--- config.mk ---
export PLATFORM = sky130hd
export DESIGN_NAME = ifetch_unit
export DESIGN_NICKNAME = d
export VERILOG_FILES = /design/src/rtl/ifetch_pkg.sv /design/src/rtl/ifetch_unit_fetch_queue.sv /design/src/rtl/ifetch_unit.sv
export SDC_FILE = /design/constraint.sdc
export NUM_CORES = 1
export LEC_CHECK = 0
export BUFFER_PORTS_ARGS = -buffer_cell sky130_fd_sc_hd__buf_2
export CAP_MARGIN = 25
export CORE_MARGIN = 2
export CORE_UTILIZATION = 45
export DETAILED_ROUTE_END_ITERATION = 8
export PLACE_DENSITY = 0.71
export SLEW_MARGIN = 20
export SYNTH_ARGS = -nofsm -noshare
export SYNTH_HDL_FRONTEND = slang
export SYNTH_HIERARCHICAL = 1
export SYNTH_SLANG_ARGS = --single-unit
--- constraint.sdc ---
create_clock -name HCLK -period 11.05 [get_ports HCLK]
set_input_delay 1.105 -clock HCLK [delete_from_list [all_inputs] [get_ports HCLK]]
set_output_delay 1.105 -clock HCLK [all_outputs]
set_load 0.01 [all_outputs]
--- src/rtl/ifetch_pkg.sv ---
// Shared widths and the {pc, inst} entry type for the instruction fetch stage.
package ifetch_pkg;

  localparam int XLEN   = 64;
  localparam int INST_W = 32;
  localparam logic [XLEN-1:0] PC_STEP = 64'd4;

  typedef struct packed {
    logic [XLEN-1:0]   pc;
    logic [INST_W-1:0] inst;
  } fetch_entry_t;

endpackage

--- src/rtl/ifetch_unit_fetch_queue.sv ---
// Circular FIFO of fetch entries; depth need not be a power of two.
// Flush discards everything and wins over a same-cycle push.
module fetch_queue
  import ifetch_pkg::*;
#(
  parameter int DEPTH = 2
) (
  input  logic         clk,
  input  logic         rst_n,
  input  logic         push,
  input  logic         pop,
  input  logic         flush,
  input  fetch_entry_t wr_entry,
  output fetch_entry_t head,
  output logic         full,
  output logic         empty
);

  localparam int PTR_W = (DEPTH > 1) ? $clog2(DEPTH) : 1;
  localparam int CNT_W = $clog2(DEPTH + 1);
  localparam logic [PTR_W-1:0] PTR_LAST = PTR_W'(DEPTH - 1);
  localparam logic [CNT_W-1:0] CNT_MAX  = CNT_W'(DEPTH);

  logic [PTR_W-1:0] head_ptr;
  logic [PTR_W-1:0] tail_ptr;
  logic [CNT_W-1:0] count;
  logic             do_push;
  logic             do_pop;
  fetch_entry_t     mem [DEPTH];

  function automatic logic [PTR_W-1:0] ptr_inc(input logic [PTR_W-1:0] p);
    return (p == PTR_LAST) ? '0 : p + 1'b1;
  endfunction

  assign full    = (count == CNT_MAX);
  assign empty   = (count == '0);
  assign do_pop  = pop & ~empty;
  // A full queue still accepts a push when the head leaves in the same cycle.
  assign do_push = push & ~flush & (~full | do_pop);

  always_ff @(posedge clk or negedge rst_n) begin
    if (!rst_n) begin
      head_ptr <= '0;
      tail_ptr <= '0;
      count    <= '0;
    end else if (flush) begin
      head_ptr <= '0;
      tail_ptr <= '0;
      count    <= '0;
    end else begin
      if (do_push) tail_ptr <= ptr_inc(tail_ptr);
      if (do_pop)  head_ptr <= ptr_inc(head_ptr);
      case ({do_push, do_pop})
        2'b10:   count <= count + 1'b1;
        2'b01:   count <= count - 1'b1;
        default: count <= count;
      endcase
    end
  end

  always_ff @(posedge clk) begin
    if (do_push) mem[tail_ptr] <= wr_entry;
  end

  assign head = empty ? '0 : mem[head_ptr];

endmodule

--- src/rtl/ifetch_unit.sv ---
// Fetch stage: PC register driving the ROM address, entry queue toward decode,
// and redirect handling that flushes the queue and reloads the PC.
module ifetch_unit
  import ifetch_pkg::*;
#(
  parameter logic [XLEN-1:0] RESET_PC    = 64'h0,
  parameter int              QUEUE_DEPTH = 2
) (
  input  logic              HCLK,
  input  logic              HRESETn,
  output logic [XLEN-1:0]   HADDR,
  output logic [XLEN-1:0]   HWDATA,
  input  logic [XLEN-1:0]   HRDATA,
  input  logic              redirect_valid,
  input  logic [XLEN-1:0]   redirect_pc,
  output logic              inst_valid,
  input  logic              inst_ready,
  output logic [INST_W-1:0] inst_data,
  output logic [XLEN-1:0]   inst_pc
);

  logic [XLEN-1:0] fetch_pc;
  logic            push;
  logic            pop;
  logic            q_full;
  logic            q_empty;
  fetch_entry_t    wr_entry;
  fetch_entry_t    head_entry;
  logic            unused_in_bits;

  assign pop  = inst_valid & inst_ready;
  assign push = ~redirect_valid & (~q_full | pop);

  always_ff @(posedge HCLK or negedge HRESETn) begin
    if (!HRESETn) begin
      fetch_pc <= RESET_PC;
    end else if (redirect_valid) begin
      fetch_pc <= {redirect_pc[XLEN-1:2], 2'b00};
    end else if (push) begin
      fetch_pc <= fetch_pc + PC_STEP;
    end
  end

  assign wr_entry.pc   = fetch_pc;
  assign wr_entry.inst = HRDATA[INST_W-1:0];

  fetch_queue #(
    .DEPTH (QUEUE_DEPTH)
  ) u_queue (
    .clk      (HCLK),
    .rst_n    (HRESETn),
    .push     (push),
    .pop      (pop),
    .flush    (redirect_valid),
    .wr_entry (wr_entry),
    .head     (head_entry),
    .full     (q_full),
    .empty    (q_empty)
  );

  assign HADDR      = fetch_pc;
  assign HWDATA     = '0;
  assign inst_valid = ~q_empty;
  assign inst_data  = head_entry.inst;
  assign inst_pc    = head_entry.pc;

  // Upper ROM data half and the redirect byte offset carry no meaning here.
  assign unused_in_bits = ^{HRDATA[XLEN-1:INST_W], redirect_pc[1:0]};

endmodule

==> results.md, run 1 <==
* LEAKAGE at 5.47 nW
* Setup crit end kind: output pin
* Drt total wl at 27.1 mm
* Die H at 166 um
* Final Power at 0.00247 W
* Overflow after GRT at 0
* Slew margin rel. at 38.5%
* GPL Wtd Cong at 0.806
* Tmin final at 4.02 ns
* Critical path's top delay family: flip-flops
* Via-to-Cell Ratio at 5.12
* WL per Instance at 17.5 um
* Worst-path fanout max at 51
* Global-route wire length before repair at 42.1 mm
* Setup Viol. Count Final at 0
* Count of TritonRoute iterations in the first routing pass at 5
* Hold Buf Count CTS at 0
* GRT Overall Usage at 19.0%
* Drt initial violations at 581
* Worst Max-Slew Pin Slew at 0.923 ns
* Initial antenna violation count at 5
* Combined area of the multi-input logic cells at 3830 um^2
* FF/Latch Area at 7420 um^2
* CTS buffer count at 28
* Post-CTS setup buffers at 0
* Final Skew at 0.0127 ns
* Core box area at 25900 um^2
* Share of layout cells above drive strength 1 at 27.6%
* Avg Inst Size Synth at 12.5 um^2
* Remaining antenna violation count at 0
* CP arrival at 2.92 ns
* Post-synth top area cell: edfxtp_1
* Row cnt at 59
* Period utilization at 36.4%
* CTS tree: yes
* Nets at 1323
* Mapped cell area at 11800 um^2
* Port bufs at 256
* Crit Path Class: reg2out
* Status: finished, final reports clean
* Slew Viols, Final at 0
* Largest net degree at the start of global routing at 74
* CP max stage delay at 1.00 ns
* Max-cap violations at 0
* Crit path buffers/inverters at 2
* Worst-path cell chain: buf_4 > mux2i_1 > nor2_1 > buf_2
* DIE AREA at 27500 um^2
* Synth-to-Final Area Change at 19.5%
* # IOs at 357
* Top post-synthesis cells by area: edfxtp_1, dfrtp_1, mux2i_1
* Drc violations at 0
* Hold Crit Class: reg2reg
* Fillers at 2281
* Mapped Cells at 939
* Cts repair resizes at 0
* H-tree depth at 1
* Post-synth top area share at 48.9%
* Vias in the first global route at 7625
* FMAX at 249 MHz
* Unique masters post-synth at 49
* Initial Util at 45.5%
* Clock sink count at 258
* Critical path startpoint category: flop
* Fin. Hold Viols at 0
* Root buf cell: clkbuf_16
* Worst IR drop on VDD at 0.000137 V
* Syn. warnings at 6
* Chip Width at 166 um
* Flops & latches, synth at 258
* CTS Buffer Depth at 3
* RSZ-0062 raised after global routing: false
* Inst Count DP at 1495
* CTS clock-pin slew for the worst setup and hold paths at 0.06 ns
* Post-synthesis sequential area ratio at 63.0%
* Slowest-stage cell, CP: dfrtp_4
* Worst-Skew Late Latency at 0.53 ns
* CP Data Required Time at 9.95 ns
* Setup tns final at 0 ns
* DP HPWL at 17.9 mm
* Finished Layout Cells at 1550
* Pwr per Cell Area at 176 nW/um^2
* Vias at 7943
[layout by cell type (no fill, tap or decap), drive strengths merged, types with 27 or more instances in the layout]
master  netlist  layout
mux2i        99      99
dfrtp        66      66
edfxtp      192     192
nand2        53      53
nor2        139     139
a31oi        30      30
o21ai        44      44
conb          1      70
buf          92     266
nand3        27      27
clkbuf       22      36
[metrics by stage]
stage	worst slack, ns	instance area [um^2]	hold WS [ns]	utilization, %
after detailed placement	7.17	13100	0.513	50.5
after global routing	6.78	14100	0.557	54.3
after global placement	7.15	13100	0.500	50.4
after floorplan	1.42	12000	0.527	-
final	7.03	14100	0.532	54.3
after CTS	6.90	14100	0.527	54.3
[synth_stat cells, drive strengths merged]
cell type / number
a211o: 1
o21ai: 44
nor2: 139
dfrtp: 66
a21oi: 7
a211oi: 1
edfxtp: 192
buf: 92
a21o: 2
nand3: 27
mux2: 1
mux2i: 99
clkinv: 1
inv: 10
nor3b: 1
or4: 20
nor4: 11
xnor2: 12
o21a: 1
conb: 1
or3: 13
nor4b: 1
nand2: 53
or2: 4
nand2b: 3
nor2b: 2
clkbuf: 22
a21boi: 1
nand4: 25
nor3: 7
xor2: 20
and2: 2
and4: 2
o31ai: 19
a31oi: 30
ha: 1
and3: 6
[flip-flops by register name, summed over array words and instances, names as in the netlist]
signal	flops
u_queue/mem	192
HADDR	62
u_queue/count	2
u_queue/head_ptr	1
u_queue/tail_ptr	1
[worst paths after layout]
check	from	end	slack, ns	cells after the start
worst max-delay path	u_queue/head_ptr	inst_pc[28]	7.03	4
worst min-delay path	HADDR[63]	u_queue/mem[1][95]	0.53	0
worst max register to register	u_queue/count[1]	HADDR[56]	7.65	6
worst min register to register	HADDR[63]	u_queue/mem[1][95]	0.53	0
max in group asynchronous	HRESETn	u_queue/head_ptr	9.66	1
min in group asynchronous	HRESETn	HADDR[39]	0.68	1
[routing by layer]
metal	vias up	part of all wire, %	track usage, %
li1	3801	-	-
met1	3842	43	26.1
met2	251	49	30.9
met3	47	5.7	3.77
met4	2	2.7	5.71
met5	-	0.048	0
[logic make-up after synthesis]
family / count (synthesis) / share of synthesized area (%)
simple gates: 316 / 13.7
other cells: 1 / 0.0318
compound gates: 106 / 5.52
buf+inv: 125 / 6.79
xor+xnor: 32 / 2.38
mux: 100 / 8.54
flops: 258 / 63.0
fa+ha+maj: 1 / 0.106
[where the power goes]
part,internal (W),switching (W),leakage (nW)
registers,0.00111,0.0000632,2.53
logic,0.000119,0.000192,2.45
clock network,0.000609,0.000374,0.486
total,0.00184,0.000630,5.47
[cell type report]
cell class / count / share of cell area [%]
Sequential cell: 258 / 52.7
Multi-Input combinational cell: 625 / 27.2
Timing Repair Buffer: 266 / 9.74
Clock buffer: 36 / 5.48
Tap cell: 335 / 2.98
Clock inverter: 16 / 1.49
Inverter: 11 / 0.293
Antenna cell: 3 / 0.0533
No activity file was read; power rests on OpenSTA's default activity.
==> run 2, diff against run 1 <==
- PLACE_DENSITY: 0.71 -> 0.74
- clock period: 11.05 -> 3.5 ns (I/O delays scaled with it)
==> results.md, run 2 (synthesis gave the netlist of run 1 again) <==
* Clock power share at 36.2%
* DP HPWL at 18.8 mm
* Commonest non-fill, non-tap cells in the layout: buf_2, edfxtp_1, nor2_1
* LEAKAGE at 5.49 nW
* Via-to-Cell Ratio at 5.19
* DIE AREA at 27500 um^2
* Worst-Skew Late Latency at 0.53 ns
* Status: finished, final reports clean
* Crit path launch: u_queue/count[1]
* Final Power at 0.00744 W
* Pwr per Cell Area at 524 nW/um^2
* Inst Count DP at 1501
* Setup crit end kind: output pin
* Hold Crit Class: in2reg
* Vias in the first global route at 8065
* Worst hold start: HRDATA[25]
* Clock sink count at 258
* Worst-path fanout max at 51
* Post-CTS setup buffers at 0
* Fillers at 2212
* Row cnt at 59
* GPL Wtd Cong at 0.825
* Largest net degree at the start of global routing at 67
* Largest register FFs at 192
* Chip Width at 166 um
* Net Sw Frac at 26.5%
* Drc violations at 0
* Slew Viols, Final at 0
* Worst IR drop on VDD at 0.000407 V
* CTS buffer count at 27
* Tmin final at 2.56 ns
* Worst reg2reg startpoint: u_queue/count[1]
* CP arrival at 2.21 ns
* Count of TritonRoute iterations in the first routing pass at 5
* Initial Util at 45.5%
* Final std cell area, no fill at 14200 um^2
* Finished Layout Cells at 1569
* Fin Hold WS at 0.0223 ns
* Largest Register: u_queue/mem
* Slew margin rel. at 39.1%
* Setup Viol. Count Final at 0
* Initial antenna violation count at 6
* Die H at 166 um
* R2R cell count at 6
* Worst Max-Slew Pin Slew at 0.914 ns
* Root buf cell: clkbuf_16
* Synth-to-Final Area Change at 20.5%
* Combined area of the multi-input logic cells at 3870 um^2
* Vias at 8142
* R2R Setup Slk at 0.98 ns
* Hold Buf Count CTS at 11
* Commonest non-fill, non-tap cell in the layout: buf_2
* Period utilization at 73.2%
* Final setup margin at 0.939 ns
* Combinational share of power at 13.9%
* GRT Overall Usage at 19.9%
* WL per Instance at 18.1 um
* Share of layout cells above drive strength 1 at 27.0%
* # IOs at 357
* Core box area at 25900 um^2
* Remaining antenna violation count at 0
* Final Skew at 0.0105 ns
* Power Internal at 0.00547 W
* Placed inst area at 13200 um^2
* H-tree depth at 1
* Max-cap violations at 0
* RSZ-0062 raised after global routing: false
* Drt total wl at 28.4 mm
* Cts repair resizes at 0
* Critical path startpoint category: flop
* CTS Buffer Depth at 3
* FMAX at 390 MHz
* CP Data Required Time at 3.15 ns
* Drt initial violations at 493
* Dpl ws at 1.02 ns
* Overflow after GRT at 0
* Hold path depth at 1
* Net Sw Power at 0.00197 W
* Nets at 1344
* CTS tree: yes
* Sequential power share at 50.0%
* Fin. Hold Viols at 0
* Global-route wire length before repair at 44.2 mm
* FF/Latch Area at 7420 um^2
* Crit Path Class: reg2out
* CTS clock-pin slew for the worst setup and hold paths at 0.06 ns
* Port bufs at 256
==> run 2: critical path, cell delays in order (launching register included) <==
cell     delay (ns)
dfrtp_1        0.47
nor2_4         0.13
buf_4          0.48
buf_16         0.31
nor2_1         0.11
buf_2          0.15
==> run 2: final timing paths <==
kind                                      endpoint
worst max-delay path                   inst_pc[52]
worst max register to register           HADDR[48]
max in group asynchronous         u_queue/head_ptr
worst min-delay path            u_queue/mem[0][25]
min in group asynchronous                HADDR[38]
worst min register to register  u_queue/mem[1][68]
==> run 2: metrics by stage <==
step | TNS, ns | util (%)
after global placement | 0 | 50.8
after floorplan | -92.20 | -
final | 0 | 54.8
after CTS | 0 | 54.6
after global routing | 0 | 54.8
after detailed placement | 0 | 51.0
==> run 2: layout make-up <==
| cell class | instances | share of cell area [%] |
|---|---|---|
| clock buffer | 37 | 5.24 |
| inverter | 11 | 0.291 |
| antenna | 4 | 0.0705 |
| timing repair buffer | 288 | 11.3 |
| sequential | 258 | 52.3 |
| multi-input combinational | 625 | 27.3 |
| tap | 335 | 2.95 |
| clock inverter | 11 | 0.564 |
==> run 2: power groups by stage <==
stage	combinational [W]	sequential, W	clock, W
detailed placement	0.00102	0.00378	0
CTS	0.00104	0.00372	0.00275
finish	0.00103	0.00372	0.00269
global placement	0.000999	0.00376	0
floorplan	0.000650	0.00375	0
global route	0.00113	0.00375	0.00287
==> run 2: routing by layer <==
layer,vias to the layer above,wire length [um],GRT usage (%)
met5,-,29,0
met4,4,620,6.01
met3,45,1570,3.79
met2,256,13800,33.3
met1,3983,12400,26.5
li1,3854,-,-
